$ cat src/rtl/qspi_ddr_seq.sv
// Quad-SPI transfer sequencer driving per-pin DDR cells: command FSM, write nibble
// serialiser and a delay-aligned read capture path. All outputs are registered.
module qspi_ddr_seq #(
    parameter int unsigned RDDELAY = 3,
    parameter int unsigned CSHI    = 2
) (
    input  logic        i_clk,
    input  logic        i_reset_n,
    input  logic        i_cmd_stb,
    output logic        o_busy,
    input  logic [1:0]  i_cmd_mode,
    input  logic [3:0]  i_cmd_len,
    input  logic        i_cmd_last,
    input  logic [31:0] i_cmd_data,
    output logic [1:0]  o_sck_v,
    output logic        o_cs_n,
    output logic [3:0]  o_dat,
    output logic        o_dat_oe,
    input  logic [3:0]  i_dat,
    output logic        o_rd_stb,
    output logic [31:0] o_rd_data
);

    typedef enum logic [2:0] {StIdle, StSetup, StXfer, StDrain, StCsHold} state_e;

    state_e              state_q, state_d;
    logic [1:0]          mode_q, mode_d;
    logic [3:0]          len_q, len_d;
    logic                last_q, last_d;
    logic [31:0]         wr_sreg_q, wr_sreg_d;
    logic [3:0]          cnt_q, cnt_d;
    logic [3:0]          cap_cnt_q, cap_cnt_d;
    logic [31:0]         rd_sreg_q, rd_sreg_d;
    logic [RDDELAY-1:0]  tag_q, tag_d;
    logic                cs_n_q, cs_n_d;
    logic [1:0]          sck_q, sck_d;
    logic [3:0]          dat_q, dat_d;
    logic                oe_q, oe_d;
    logic                busy_q, busy_d;
    logic                rd_stb_q, rd_stb_d;
    logic [31:0]         rd_data_q, rd_data_d;

    logic        accept;
    logic        is_write;
    logic        is_read;
    logic        capture;
    logic [31:0] cap_word;
    logic [3:0]  len_norm;

    assign accept   = i_cmd_stb && !busy_q;
    assign is_write = (mode_q == 2'b00);
    assign is_read  = (mode_q == 2'b01);
    assign capture  = tag_q[RDDELAY-1];
    assign cap_word = {rd_sreg_q[27:0], i_dat};
    assign len_norm = (i_cmd_len == 4'd0 || i_cmd_len > 4'd8) ? 4'd8 : i_cmd_len;

    always_comb begin
        state_d   = state_q;
        mode_d    = mode_q;
        len_d     = len_q;
        last_d    = last_q;
        wr_sreg_d = wr_sreg_q;
        cnt_d     = cnt_q;
        cap_cnt_d = cap_cnt_q;
        rd_sreg_d = rd_sreg_q;
        cs_n_d    = cs_n_q;
        busy_d    = busy_q;
        rd_data_d = rd_data_q;
        sck_d     = 2'b00;
        dat_d     = 4'h0;
        oe_d      = 1'b0;
        rd_stb_d  = 1'b0;

        // Each tag marks a read SCK cycle whose nibble arrives RDDELAY cycles later.
        tag_d = (tag_q << 1) | RDDELAY'(state_q == StXfer && is_read);
        if (capture) begin
            rd_sreg_d = cap_word;
            cap_cnt_d = cap_cnt_q + 4'd1;
        end

        unique case (state_q)
            StIdle: begin
                if (accept) begin
                    mode_d    = i_cmd_mode;
                    len_d     = len_norm;
                    last_d    = i_cmd_last;
                    wr_sreg_d = i_cmd_data;
                    busy_d    = 1'b1;
                    cap_cnt_d = 4'd0;
                    rd_sreg_d = 32'h0;
                    if (cs_n_q) begin
                        state_d = StSetup;
                        cs_n_d  = 1'b0;
                    end else begin
                        // CS still asserted from a non-last command: skip SETUP.
                        state_d   = StXfer;
                        sck_d     = 2'b10;
                        cnt_d     = 4'd1;
                        wr_sreg_d = i_cmd_data << 4;
                        if (i_cmd_mode == 2'b00) begin
                            oe_d  = 1'b1;
                            dat_d = i_cmd_data[31:28];
                        end
                    end
                end
            end
            StSetup: begin
                state_d   = StXfer;
                sck_d     = 2'b10;
                cnt_d     = 4'd1;
                wr_sreg_d = wr_sreg_q << 4;
                if (is_write) begin
                    oe_d  = 1'b1;
                    dat_d = wr_sreg_q[31:28];
                end
            end
            StXfer: begin
                if (cnt_q == len_q) begin
                    if (is_read) begin
                        state_d = StDrain;
                    end else if (last_q) begin
                        state_d = StCsHold;
                        cs_n_d  = 1'b1;
                        cnt_d   = 4'd1;
                    end else begin
                        state_d = StIdle;
                        busy_d  = 1'b0;
                    end
                end else begin
                    sck_d     = 2'b10;
                    cnt_d     = cnt_q + 4'd1;
                    wr_sreg_d = wr_sreg_q << 4;
                    if (is_write) begin
                        oe_d  = 1'b1;
                        dat_d = wr_sreg_q[31:28];
                    end
                end
            end
            StDrain: begin
                if (capture && (cap_cnt_q + 4'd1 == len_q)) begin
                    rd_stb_d  = 1'b1;
                    rd_data_d = cap_word;
                    if (last_q) begin
                        state_d = StCsHold;
                        cs_n_d  = 1'b1;
                        cnt_d   = 4'd1;
                    end else begin
                        state_d = StIdle;
                        busy_d  = 1'b0;
                    end
                end
            end
            StCsHold: begin
                if (cnt_q == 4'(CSHI)) begin
                    state_d = StIdle;
                    busy_d  = 1'b0;
                end else begin
                    cnt_d = cnt_q + 4'd1;
                end
            end
            default: state_d = StIdle;
        endcase
    end

    always_ff @(posedge i_clk or negedge i_reset_n) begin
        if (!i_reset_n) begin
            state_q   <= StIdle;
            mode_q    <= 2'b00;
            len_q     <= 4'd0;
            last_q    <= 1'b0;
            wr_sreg_q <= 32'h0;
            cnt_q     <= 4'd0;
            cap_cnt_q <= 4'd0;
            rd_sreg_q <= 32'h0;
            tag_q     <= '0;
            cs_n_q    <= 1'b1;
            sck_q     <= 2'b00;
            dat_q     <= 4'h0;
            oe_q      <= 1'b0;
            busy_q    <= 1'b0;
            rd_stb_q  <= 1'b0;
            rd_data_q <= 32'h0;
        end else begin
            state_q   <= state_d;
            mode_q    <= mode_d;
            len_q     <= len_d;
            last_q    <= last_d;
            wr_sreg_q <= wr_sreg_d;
            cnt_q     <= cnt_d;
            cap_cnt_q <= cap_cnt_d;
            rd_sreg_q <= rd_sreg_d;
            tag_q     <= tag_d;
            cs_n_q    <= cs_n_d;
            sck_q     <= sck_d;
            dat_q     <= dat_d;
            oe_q      <= oe_d;
            busy_q    <= busy_d;
            rd_stb_q  <= rd_stb_d;
            rd_data_q <= rd_data_d;
        end
    end

    assign o_busy    = busy_q;
    assign o_sck_v   = sck_q;
    assign o_cs_n    = cs_n_q;
    assign o_dat     = dat_q;
    assign o_dat_oe  = oe_q;
    assign o_rd_stb  = rd_stb_q;
    assign o_rd_data = rd_data_q;

endmodule

$ cat config.mk
export PLATFORM = sky130hd
export DESIGN_NAME = qspi_ddr_seq
export DESIGN_NICKNAME = d
export VERILOG_FILES = /design/src/rtl/qspi_ddr_seq.sv
export SDC_FILE = /design/constraint.sdc
export NUM_CORES = 1
export LEC_CHECK = 0
export CAP_MARGIN = 5
export CORE_UTILIZATION = 54
export DETAILED_ROUTE_END_ITERATION = 6
export GPL_TIMING_DRIVEN = 0
export PLACE_DENSITY = 0.83
export SLEW_MARGIN = 30
export SYNTH_ARGS = -nofsm -noshare
export SYNTH_HDL_FRONTEND = slang
export SYNTH_SLANG_ARGS = --single-unit
$ cat constraint.sdc
create_clock -name i_clk -period 2.8 [get_ports i_clk]
set_input_delay 0.42 -clock i_clk [delete_from_list [all_inputs] [get_ports i_clk]]
set_output_delay 0.42 -clock i_clk [all_outputs]
set_load 0.03 [all_outputs]
==> metrics, run 1 <==
outcome=finished, final reports clean; Initial Util=0.5634; clock share of power=0.266; port bufs=between 80 and 90; Max Freq=0.4035 GHz; top cells by area, synth=dfrtp_1 54%, mux2i_1 10%, mux2_2 6.5%, nor2_1 4.2%, nand2_1 3.6%; commonest cells after routing, fill and taps aside=121 x dfrtp_1, 85 x clkdlybuf4s50_1, 63 x nor2_1; delay-heaviest family, CP=simple AND/OR/NAND/NOR gates; slowest stage delay, CP=between 0.5 and 0.6 ns; RSZ-0062 raised after global routing=false; clock buffer depth=2; final worst-path cycle share=0.8850; #FFs+latches synth=122; TritonRoute pass-1 iters=5; CTS tree=yes; type of origin of the critical path=flop; Net Switching=slightly above 0.003 W; first-pass GRT wire length=between 20000 and 25000 um; WP data required=about 3.2 ns; H-tree level count=4; total of max-cap violations=0; core region area=approximately 9900 sq um; layout cells sized above 1=0.1397; vias per cell=5.606; # rows=36; Crit Path Max Fanout=10; Placement Setup Slack=between 0.3 and 0.4 ns; Buf/Inv on CP=1; Die Y=just over 100 um; Post-synth EDFFs=0; Die Wd=103.7 um; io pins=88; Crit Path Category=flop to flop; pwr dens=about 1100 nW/um^2; vias=between 4000 and 5000; pin count of the biggest net entering global routing=68; Syn. warnings=0; post-route cell area=between 7000 and 8000 sq um; Final Max Slew Viols=0; sequential power share=0.345; dpl cells=730; Final Critical Period=2.478 ns; full die area=approximately 11000 sq um; Mapped Cells=between 500 and 600; Pwr Total=0.007790 W; Synth Net Count=around 560; Area after DPL=6643 sq um; Final Hold Viols=0; Lkg Pwr=3.273 nW; Sw Ratio=0.3958; DRC=0; slowest cell on the critical path=nor4_4; DR WL/cell=between 15 and 20 um; Yosys cell types=50; sequential fraction of the synthesis area=0.5471; Slew @ Worst Pin=between 0.8 and 0.9 ns; setup violators final=0; Reg clk slew, reported paths=roughly 0.060 ns; Final ANT Viol Nets=0; final setup TNS=0 ns; antenna diode count=0; Synth-to-Final Area Change=29.36%; Final WS setup=between 0.3 and 0.4 ns; Final GP Congestion=between 0.8 and 0.9; Clock Sinks=around 120; CP arrival=between 2 and 3 ns; Final Instance Count excl. Fillers=around 760; Clock Skews=0.008684 ns; cell area after synthesis=5583 sq um; Final Net Count=about 670; Peak supply drop=between 0.5 and 0.6 mV; cell accounting for the most synthesized area=dfrtp_1; initial antenna violation count=0; DP HPWL=roughly 8600 um; post-synth top area share=0.5424; P_int=0.004706 W; Clock Latency Late Sink=a little over 0.5 ns; Inserted Clock Buffers=17; Initial DRC Count=238; Main synth FF type=dfrtp_1; number of global-route vias before repair=roughly 4400; commonest non-fill, non-tap cell in the layout=dfrtp_1; Hold Path Class=flop to flop; Combinational Power Share=0.389; WL final=about 12000 um; CP Capture Type=flop; crit path cell chain=ha_1 > xnor2_1 > nand3_1 > nor4_4 > buf_4 > mux2_2; async set-reset flop share out of synthesis=1.000; clock root cell=clkbuf_8; Congestion Overflow GR=0; Syn Area/Cell=roughly 11 sq um; Total GRT Usage=0.2449; Max-slew headroom=0.4585
[flip-flops by register name, indices dropped and copies added, names as in the netlist]
signal and flops:
o_dat 4, tag_q 3, cap_cnt_q 4, last_q 1
o_sck_v 1, rd_sreg_q 28, o_rd_stb 1, wr_sreg_q 32
state_q 3, len_q 4, o_dat_oe 1, o_cs_n 1
o_busy 1, cnt_q 4, o_rd_data 32, mode_q 2
[final timing paths]
path / slack (ns) / from / endpoint / cells after the start
worst max-delay path: 0.32 / cap_cnt_q[0]$_DFF_PN0_ / o_rd_data[12]$_DFFE_PN0P_ / 6
worst min-delay path: 0.35 / tag_q[0]$_DFF_PN0_ / tag_q[1]$_DFF_PN0_ / 0
worst max register to register: 0.32 / cap_cnt_q[0]$_DFF_PN0_ / o_rd_data[12]$_DFFE_PN0P_ / 6
worst min register to register: 0.35 / tag_q[0]$_DFF_PN0_ / tag_q[1]$_DFF_PN0_ / 0
max in group asynchronous: 1.74 / i_reset_n / wr_sreg_q[30]$_DFFE_PN0P_ / 3
min in group asynchronous: 0.42 / i_reset_n / rd_sreg_q[27]$_DFF_PN0_ / 2
[cell families after synthesis]
logic type | after synthesis | share of synthesized area
AOI/OAI and AO/OA | 95 | 0.1031
xor gates and xnor gates | 15 | 0.02488
adders and majority gates | 3 | 0.006724
buffers and inverters | 36 | 0.02936
DFF | 122 | 0.5471
muxes | 90 | 0.1685
other | 1 | 0.0006717
and+or+nand+nor | 148 | 0.1197
[Yosys cell counts, types with 3 or more instances]
cell type    n
mux2i_1     58
clkbuf_1    17
nor3_1       5
dfrtp_1    121
buf_2        5
mux2_2      32
xnor2_1      9
buf_4        4
xor2_1       5
nand3_1      3
nand2_1     53
inv_1        4
ha_1         3
nor2b_1      3
nand3b_1     4
nand2b_1     6
a22o_1       4
a21oi_1     33
nor2_1      63
o211ai_1     4
buf_1        5
o21ai_0     35
[repair_timing]
item / CTS / global route
endpoints found under the hold margin: 54 / 0
setup buffers: 0 / 0
setup endpoints to repair: 0 / 0
hold buffers: 1 / 0
gates resized for setup: 0 / 0
[final cells by class]
class,instances,area (sq um)
clock inverters,15,155.1
clock buffers,17,414.1
multi-input cells,352,2365
inverters,4,15.01
flip-flops and latches,122,3054
repair buffers,88,903.4
well taps,133,166.4
fillers,674,2688
plain buffers,32,148.9
[power groups by stage]
stage          clock (W)  combinational, W  sequential (W)
2_1_floorplan          0           0.00205         0.00274
3_3_place_gp           0           0.00286         0.00267
3_5_place_dp           0           0.00298         0.00270
4_1_cts          0.00210           0.00302         0.00268
5_1_grt          0.00219           0.00336         0.00274
6_report         0.00207           0.00303         0.00269
[per-stage QoR]
stage / utilization / hold slack [ns]
finish: 0.7288 / 0.3469
global route: 0.7288 / 0.3501
CTS: 0.7288 / 0.3510
detailed placement: 0.6703 / 0.3412
global placement: 0.6670 / 0.3341
floorplan: - / 0.1244
[per-layer routing]
| metal | share of wire | vias to the layer above | GRT usage |
|---|---|---|---|
| li1 | - | 1995 | - |
| met1 | 0.41 | 2096 | 0.3000 |
| met2 | 0.52 | 167 | 0.4305 |
| met3 | 0.052 | 19 | 0.05098 |
| met4 | 0.013 | 0 | 0.08367 |
| met5 | 0 | - | 0 |
(Power assumes the default switching activity.)
==> run 2: changes to the inputs <==
clock period = 2.5 ns   (was 2.8 ns; I/O delays follow)
==> metrics, run 2 (synthesis results as in run 1) <==
Initial Util=0.5634; layout cells sized above 1=0.1453; Congestion Overflow GR=0; total of max-cap violations=0; Max-slew headroom=0.4601; final hold slack=0.3470 ns; final worst-path cycle share=0.9744; Finished Core Util=0.7314; first-pass GRT wire length=between 20000 and 25000 um; sequential power share=0.345; Combinational Power Share=0.389; clock share of power=0.266; delay-heaviest family, CP=compound AO/OA/AOI/OAI gates; vias per cell=~5.6; WL final=approximately 12000 um; Clock Latency Late Sink=slightly above 0.5 ns; pin count of the biggest net entering global routing=slightly below 70; slowest cell on the critical path=o311ai_2; Lkg Pwr=~3.3 nW; antenna diode count=0; Top Usage Layer GRT=met2; DR WL/cell=roughly 16 um; Initial DRC Count=~210; met1 Track Usage GR=0.3000; Hold Path Class=flop to flop; Final Hold Viols=0; commonest cells after routing, fill and taps aside=121 x dfrtp_1, 85 x clkdlybuf4s50_1, 63 x nor2_1; Clock Sinks=122; Inserted Clock Buffers=17; commonest non-fill, non-tap cell in the layout=dfrtp_1; met2 Track Usage GR=0.4305; TritonRoute pass-1 iters=5; clock buffer depth=2; post-route cell area=just over 7000 sq um; CP Capture Type=flop; io pins=88; setup violators final=0; vias=4265; Synth-to-Final Area Change=29.83%; Peak supply drop=0.6418 mV; Final GP Congestion=slightly above 0.8; Final Max Slew Viols=0; DP HPWL=8635 um; core region area=9910 sq um; Crit Path Category=flop to flop; Die Wd=103.7 um; CTS tree=yes; Total GRT Usage=0.2449; Die Y=between 100 and 150 um; initial antenna violation count=0; Slew @ Worst Pin=between 0.8 and 0.9 ns; Area after DPL=about 6600 sq um; Final Net Count=669; crit path cell chain=ha_1 > xnor2_1 > nand3_1 > o311ai_2 > or3b_4 > a21o_1; CP arrival=around 2.8 ns; Final ANT Viol Nets=0; Final Instance Count excl. Fillers=between 700 and 800; Reg clk slew, reported paths=0.06 ns; P_int=between 0.005 and 0.006 W; RSZ-0062 raised after global routing=false; Sw Ratio=0.3963; port bufs=86; WP data required=about 2.9 ns; type of origin of the critical path=flop; H-tree level count=4; pwr dens=between 1000 and 1500 nW/um^2; Placement Setup Slack=a little over 0.08 ns; full die area=10750 sq um; # rows=36; Crit Path Max Fanout=5; met3 usage=0.05098; Net Switching=~0.0035 W; DRC=0; Final WS setup=around 0.064 ns; number of global-route vias before repair=approximately 4400; Max Freq=0.4105 GHz; Final Critical Period=roughly 2.4 ns; Clock Skews=between 0.008 and 0.009 ns; outcome=finished, final reports clean; slowest stage delay, CP=0.50 ns; clock root cell=clkbuf_8; Buf/Inv on CP=0; dpl cells=730
==> run 2: changes by cell type in the layout (fill, tap and decap cells not counted), sizes merged <==
cell	change
buf	+3
==> run 2: repair_timing <==
item | 4_1_cts | 5_1_grt
gates resized for setup | 0 | 1
endpoints found under the setup margin | 0 | 48
setup buffers | 0 | 3
endpoints found under the hold margin | 54 | 0
hold buffers | 1 | 0
==> run 2: layer usage <==
layer | share of wire | up-vias
li1 | - | 1997
met1 | 0.42 | 2101
met2 | 0.52 | 156
met3 | 0.048 | 11
met4 | 0.0090 | 0
met5 | 0 | -
==> run 2: power by group through the flow <==
stage	registers, W	logic (W)	clock network, W
detailed placement	0.00302	0.00334	0
global route	0.00307	0.00377	0.00246
CTS	0.00300	0.00339	0.00236
finish	0.00301	0.00340	0.00232
floorplan	0.00307	0.00230	0
global placement	0.00299	0.00321	0
==> run 2: layout make-up <==
class	count	area, sq um
Buffer	32	148.9
Multi-Input combinational cell	352	2369
Timing Repair Buffer	91	925.9
Clock buffer	17	414.1
Tap cell	133	166.4
Fill cell	668	2661
Sequential cell	122	3054
Clock inverter	15	155.1
Inverter	4	15.01
==> run 2: through the flow <==
| step | setup TNS, ns | power (W) |
|---|---|---|
| 2_1_floorplan | 0 | 0.005364 |
| 3_3_place_gp | -418.48 | 0.006201 |
| 3_5_place_dp | 0 | 0.006359 |
| 4_1_cts | 0 | 0.008741 |
| 5_1_grt | 0 | 0.009298 |
| 6_report | 0 | 0.008737 |
==> run 2: path summary, 6_finish.rpt <==
check	startpoint	end	slack, ns	depth (start not counted)
min in group asynchronous	i_reset_n	rd_sreg_q[27]$_DFF_PN0_	0.38	2
hold reg to reg	tag_q[0]$_DFF_PN0_	tag_q[1]$_DFF_PN0_	0.35	0
max in group asynchronous	i_reset_n	o_dat[1]$_DFF_PN0_	1.48	3
hold / removal	tag_q[0]$_DFF_PN0_	tag_q[1]$_DFF_PN0_	0.35	0
setup reg to reg	cap_cnt_q[0]$_DFF_PN0_	cnt_q[2]$_DFFE_PN0P_	0.06	6
setup / recovery	cap_cnt_q[0]$_DFF_PN0_	cnt_q[2]$_DFFE_PN0P_	0.06	6
